## src/rtl/timer_bus_pkg.sv

```systemverilog
// Shared definitions for the timer register-port arbiter: register map,
// FSM state encoding and the register address decode.
package timer_bus_pkg;

    localparam logic [63:0] TMR_ADDR   = 64'd0;
    localparam logic [63:0] TVAL_ADDR  = 64'd4;
    localparam logic [63:0] TCONF_ADDR = 64'd8;

    typedef enum logic [1:0] {
        ST_IDLE  = 2'd0,
        ST_ISSUE = 2'd1,
        ST_WAIT  = 2'd2,
        ST_ACK   = 2'd3
    } state_e;

    // Exact match against the three implemented timer registers.
    function automatic logic addr_valid(input logic [63:0] addr);
        return (addr == TMR_ADDR) || (addr == TVAL_ADDR) || (addr == TCONF_ADDR);
    endfunction

endpackage

```

## src/rtl/rr_arbiter.sv

```systemverilog
// Combinational round-robin pick: search starts one past the last granted
// requester and wraps; the pointer register is owned by the caller.
module rr_arbiter #(
    parameter  int unsigned NREQ  = 2,
    localparam int unsigned IDX_W = (NREQ > 1) ? $clog2(NREQ) : 1
) (
    input  logic [NREQ-1:0]  req_i,
    input  logic [IDX_W-1:0] last_i,
    output logic [NREQ-1:0]  gnt_o,
    output logic [IDX_W-1:0] idx_o,
    output logic             valid_o
);

    int unsigned pos;

    always_comb begin
        gnt_o   = '0;
        idx_o   = '0;
        valid_o = 1'b0;
        pos     = 0;
        for (int unsigned off = 1; off <= NREQ; off++) begin
            pos = (32'(last_i) + off) % NREQ;
            if (!valid_o && req_i[IDX_W'(pos)]) begin
                valid_o                = 1'b1;
                idx_o                  = IDX_W'(pos);
                gnt_o[IDX_W'(pos)]     = 1'b1;
            end
        end
    end

endmodule

```

## src/rtl/timer_bus_arbiter.sv

```systemverilog
// Shares the timer register port between NREQ requesters: round-robin
// grant, one rd/wr pulse per transaction, registered read data and ack/err.
module timer_bus_arbiter
    import timer_bus_pkg::*;
#(
    parameter int unsigned NREQ   = 2,
    parameter int unsigned ADDR_W = 13,
    parameter int unsigned DATA_W = 32
) (
    input  logic                     clk,
    input  logic                     rst,
    input  logic [NREQ-1:0]          req_bi,
    input  logic [NREQ-1:0]          we_bi,
    input  logic [NREQ*ADDR_W-1:0]   addr_bi,
    input  logic [NREQ*DATA_W-1:0]   data_bi,
    output logic [NREQ-1:0]          gnt_bo,
    output logic [NREQ-1:0]          ack_bo,
    output logic                     err_bo,
    output logic [DATA_W-1:0]        rdata_bo,
    output logic                     busy_o,
    output logic [ADDR_W-1:0]        t_addr_bo,
    output logic [DATA_W-1:0]        t_data_bo,
    output logic                     t_rd_o,
    output logic                     t_wr_o,
    input  logic [DATA_W-1:0]        t_data_bi
);

    localparam int unsigned IDX_W = (NREQ > 1) ? $clog2(NREQ) : 1;

    state_e              state_q, state_d;
    logic [IDX_W-1:0]    last_q, last_d;
    logic [IDX_W-1:0]    winner_q, winner_d;
    logic                we_q, we_d;
    logic [NREQ-1:0]     gnt_q, gnt_d;
    logic [NREQ-1:0]     ack_q, ack_d;
    logic                err_q, err_d;
    logic [DATA_W-1:0]   rdata_q, rdata_d;
    logic                busy_q, busy_d;
    logic [ADDR_W-1:0]   t_addr_q, t_addr_d;
    logic [DATA_W-1:0]   t_data_q, t_data_d;
    logic                t_rd_q, t_rd_d;
    logic                t_wr_q, t_wr_d;

    logic [NREQ-1:0]     arb_gnt;
    logic [IDX_W-1:0]    arb_idx;
    logic                arb_valid;
    logic [ADDR_W-1:0]   sel_addr;
    logic [DATA_W-1:0]   sel_data;
    logic                sel_we;

    rr_arbiter #(.NREQ(NREQ)) u_rr (
        .req_i   (req_bi),
        .last_i  (last_q),
        .gnt_o   (arb_gnt),
        .idx_o   (arb_idx),
        .valid_o (arb_valid)
    );

    // Mux out the winning requester's command fields.
    always_comb begin
        sel_addr = '0;
        sel_data = '0;
        sel_we   = 1'b0;
        for (int unsigned k = 0; k < NREQ; k++) begin
            if (arb_idx == IDX_W'(k)) begin
                sel_addr = addr_bi[k*ADDR_W +: ADDR_W];
                sel_data = data_bi[k*DATA_W +: DATA_W];
                sel_we   = we_bi[k];
            end
        end
    end

    always_ff @(posedge clk or posedge rst) begin
        if (rst) begin
            state_q  <= ST_IDLE;
            last_q   <= IDX_W'(NREQ - 1);
            winner_q <= '0;
            we_q     <= 1'b0;
            gnt_q    <= '0;
            ack_q    <= '0;
            err_q    <= 1'b0;
            rdata_q  <= '0;
            busy_q   <= 1'b0;
            t_addr_q <= '0;
            t_data_q <= '0;
            t_rd_q   <= 1'b0;
            t_wr_q   <= 1'b0;
        end else begin
            state_q  <= state_d;
            last_q   <= last_d;
            winner_q <= winner_d;
            we_q     <= we_d;
            gnt_q    <= gnt_d;
            ack_q    <= ack_d;
            err_q    <= err_d;
            rdata_q  <= rdata_d;
            busy_q   <= busy_d;
            t_addr_q <= t_addr_d;
            t_data_q <= t_data_d;
            t_rd_q   <= t_rd_d;
            t_wr_q   <= t_wr_d;
        end
    end

    // Outputs are computed one state ahead so each lands registered in the
    // cycle it belongs to (strobes in ISSUE, ack/err in ACK).
    always_comb begin
        state_d  = state_q;
        last_d   = last_q;
        winner_d = winner_q;
        we_d     = we_q;
        gnt_d    = gnt_q;
        ack_d    = '0;
        err_d    = 1'b0;
        rdata_d  = rdata_q;
        t_addr_d = t_addr_q;
        t_data_d = t_data_q;
        t_rd_d   = 1'b0;
        t_wr_d   = 1'b0;

        unique case (state_q)
            ST_IDLE: begin
                if (arb_valid) begin
                    winner_d = arb_idx;
                    we_d     = sel_we;
                    gnt_d    = arb_gnt;
                    if (addr_valid(64'(sel_addr))) begin
                        state_d  = ST_ISSUE;
                        t_addr_d = sel_addr;
                        t_data_d = sel_data;
                        t_wr_d   = sel_we;
                        t_rd_d   = !sel_we;
                    end else begin
                        state_d = ST_ACK;
                        ack_d   = arb_gnt;
                        err_d   = 1'b1;
                    end
                end
            end
            ST_ISSUE: begin
                if (we_q) begin
                    state_d = ST_ACK;
                    ack_d   = gnt_q;
                end else begin
                    state_d = ST_WAIT;
                end
            end
            ST_WAIT: begin
                rdata_d = t_data_bi;
                ack_d   = gnt_q;
                state_d = ST_ACK;
            end
            ST_ACK: begin
                gnt_d   = '0;
                last_d  = winner_q;
                state_d = ST_IDLE;
            end
            default: state_d = ST_IDLE;
        endcase

        busy_d = (state_d != ST_IDLE);
    end

    assign gnt_bo    = gnt_q;
    assign ack_bo    = ack_q;
    assign err_bo    = err_q;
    assign rdata_bo  = rdata_q;
    assign busy_o    = busy_q;
    assign t_addr_bo = t_addr_q;
    assign t_data_bo = t_data_q;
    assign t_rd_o    = t_rd_q;
    assign t_wr_o    = t_wr_q;

endmodule

```

## config.mk

```make
export PLATFORM = sky130hd
export DESIGN_NAME = timer_bus_arbiter
export DESIGN_NICKNAME = d
export VERILOG_FILES = /design/src/rtl/timer_bus_pkg.sv /design/src/rtl/rr_arbiter.sv /design/src/rtl/timer_bus_arbiter.sv
export SDC_FILE = /design/constraint.sdc
export NUM_CORES = 1
export LEC_CHECK = 0
export CORE_AREA = 4 4 102 104
export DETAILED_ROUTE_END_ITERATION = 12
export DIE_AREA = 0 0 106 108
export PLACE_DENSITY = 0.86
export SLEW_MARGIN = 20
export SYNTH_ARGS = -nofsm -noshare
export SYNTH_HDL_FRONTEND = slang
export SYNTH_HIERARCHICAL = 1
export SYNTH_SLANG_ARGS = --single-unit
```

## constraint.sdc

```tcl
create_clock -name clk -period 10.7 [get_ports clk]
set_clock_uncertainty 0.15 [all_clocks]
set_input_delay 3.21 -clock clk [delete_from_list [all_inputs] [get_ports clk]]
set_output_delay 3.21 -clock clk [all_outputs]
set_load 0.1 [all_outputs]
```

==> flow_metrics.tcl <==
set metrics [dict create \
    outcome "finished, final reports clean" \
    critical_path.slowest_cell "sky130_fd_sc_hd__buf_4" \
    mostFrequentLayoutCell "sky130_fd_sc_hd__clkdlybuf4s50_1" \
    tns_ps 0 \
    grt_first_pass_wirelength_um 16300 \
    drtIter0Drc 128 \
    post_cts.repair.setup_buffers 0 \
    global_route.overflow_total 0 \
    max-slew-margin-rel_pct 31.9 \
    final_antenna_net_count 0 \
    detail_route.vias_per_cell 4.76 \
    yosys_warnings 6 \
    tritoncts_num_sinks 90 \
    ff_latch_area_sq_um 2250 \
    post_route_cells_drive_above_1_share_pct 26.4 \
    critical_path.most_common_cell "sky130_fd_sc_hd__buf_4" \
    met3WireLength_um 741 \
    wire_per_inst_um 16.9 \
    synth_edf_count 0 \
    worst_hold_path_type "reg2reg" \
    metal1_wirelength_um 4050 \
    synth_sequential_area_ratio_pct 55.8 \
    grt_usage_pct 18.1 \
    synth-async-reset-ratio_pct 100 \
    routabilityCongestion 0.819 \
    synth_area_leader_cell "sky130_fd_sc_hd__dfrtp_1" \
    synth_nets 403 \
    die-width_um 106 \
    layout.core_utilization_pct 67.7 \
    io_pins 213 \
    drt_pre_antenna_iters 4 \
    post_synth_inst_count 271 \
    area_delta_synth_final_pct 60.1 \
    maximum_fanout_along_the_worst_path 44 \
    worst_ep_arrival_time_ps 6520 \
    post_synth.cell_area_avg_sq_um 14.9 \
    cts_tree "built" \
    first_global_vias 3205 \
    peakVddDrop_uv 178 \
    top_signal_layer_used "met4" \
    placed_cells 606 \
    stdcell_count 622 \
    max_freq_ghz 0.155 \
    antenna_cells_inserted 0 \
    final.min_clock_period_ps 6430 \
    cts.htree.levels 3 \
    post-dp-hpwl_um 8170 \
    timing.setup.critical_path_class "in2reg" \
    multi_input_area_sq_um 1700 \
    numPortBuffers 212 \
    tightest_slew_ps 1020 \
    die-height_um 108 \
    critPathRequiredTime_ps 10790 \
    worst_setup_path_start_kind "primary input" \
    finalSetupViolations 0 \
    worst_path_largest_cell_delay_ps 610 \
    cts-hold-fix-buffers 0 \
    maxCapViolCount 0 \
    cell_chain_of_the_critical_path "clkdlybuf4s50_1, a21boi_4, buf_4, nor4b_2, o211ai_2, nor4_4, buf_4, mux2_2" \
    cts_buffers 9 \
    clock_tree.root_cell "sky130_fd_sc_hd__clkbuf_8" \
    cts_buffer_depth 2 \
    final_net_count 616 \
    path_clk_slew_ps 90 \
    cellLeakagePower_uw 0.00274 \
    route.vias.total 2960 \
    routed_wl_um 10500 \
    maxSlewViolCount 0 \
    largest_net_degree_at_the_start_of_global_routing 91 \
    met2_wirelength_um 5520 \
    fillers 716 \
    syn-cell-area_sq_um 4040 \
    critical_path.endpoint_type "flip-flop" \
    floorplan.die_area_sq_um 11400 \
    initial_core_util_pct 42.3 \
    flop_and_latch_count_out_of_synthesis 90 \
    rsz0062_at_grt "no" \
    layout_common_cells "212 x sky130_fd_sc_hd__clkdlybuf4s50_1, 89 x sky130_fd_sc_hd__dfrtp_1, 73 x sky130_fd_sc_hd__mux2_2, 29 x sky130_fd_sc_hd__mux2_4, 12 x sky130_fd_sc_hd__nor2b_1" \
    synth_ff_type "sky130_fd_sc_hd__dfrtp_1" \
    synth_largest_type_area_fraction_pct 55.1 \
    postCtsResizedCells 0 \
    fp.coreArea_sq_um 9550 \
    remaining_drc_errors 0 \
    power_per_cell_area_nw_per_um2 253 \
    antenna_found_initial 0 \
    final_min_period_over_clock_period_pct 60.1 \
    synth.top_cells.by_area "sky130_fd_sc_hd__dfrtp_1 55%, sky130_fd_sc_hd__mux2_2 20%, sky130_fd_sc_hd__mux2_4 11%, sky130_fd_sc_hd__nor2b_1 1.9%, sky130_fd_sc_hd__ha_1 1.2%" \
    final-hold-violation-count 0 \
    row_count 36 \
    post_synth_num_cell_types 30 \
    clkLatencyLatePin_ps 340 \
]
## critical path: cells and delay by family
family / cells / cell delay (ps)
muxes: 1 / 400
buffers and inverters: 3 / 1570
AOI/OAI and AO/OA: 2 / 350
and+or+nand+nor: 2 / 930
## stage by stage
stage	worst slack, ps	power, uW	hold slack (ps)	instance area [sq um]
6_report	4270	1630	357	6470
5_1_grt	4090	1700	374	6470
4_1_cts	4270	1650	362	6460
3_5_place_dp	3890	1440	339	6290
3_3_place_gp	4020	1420	326	6290
2_1_floorplan	5010	1190	300	4040
## cell families after synthesis
| group | after synthesis | synth area share (%) |
|---|---|---|
| compound gates | 13 | 2.11 |
| fa+ha+maj | 4 | 1.24 |
| buf+inv | 18 | 2.48 |
| flops | 90 | 55.8 |
| mux | 105 | 31.9 |
| simple gates | 41 | 6.53 |
## layer usage
layer	vias to the layer above	track usage [%]
li1	1379	-
met1	1445	20.4
met2	118	32.4
met3	18	6.57
met4	0	5.18
met5	-	0
## registers in the layout (all words and copies together) (netlist names)
signal,cells
state_q,2
gnt_bo,2
rdata_bo,32
last_q,1
winner_q,1
t_rd_o,1
ack_bo,2
we_q,1
t_wr_o,1
busy_o,1
t_data_bo,32
err_bo,1
t_addr_bo,13
## synth_stat cells, drive strengths merged, types with 4 or more instances
library cell,number
dfrtp,89
mux2,102
nand2,8
nor2b,12
buf,7
nor2,5
o21ai,6
inv,4
clkbuf,7
nor4,5
ha,4
## power breakdown
group / switching [uW] / internal [uW] / leakage [uW]
registers: 44.4 / 424 / 0.00117
clock network: 124 / 86.0 / 0.0000822
logic: 672 / 282 / 0.00149
## layout make-up
class	instances	area share [%]
clock buffer	9	1.92
clock inverter	7	0.832
inverter	4	0.251
multi-input combinational	163	26.3
sequential	90	34.8
tap	133	2.57
timing repair buffer	216	33.3
## final timing paths
kind	from	to	slack (ps)	cells after the start
worst max-delay path	req_bi[1]	t_data_bo[31]$_DFFE_PP0P_	4270	8
worst min-delay path	t_addr_bo[9]$_DFFE_PP0P_	t_addr_bo[9]$_DFFE_PP0P_	360	1
worst max register to register	last_q$_DFFE_PP1P_	t_data_bo[31]$_DFFE_PP0P_	7280	7
worst min register to register	t_addr_bo[9]$_DFFE_PP0P_	t_addr_bo[9]$_DFFE_PP0P_	360	1
max in group asynchronous	rst	t_data_bo[6]$_DFFE_PP0P_	6600	3
min in group asynchronous	rst	rdata_bo[17]$_DFFE_PP0P_	3250	3
Note: power is estimated with default switching activity, not from simulation.
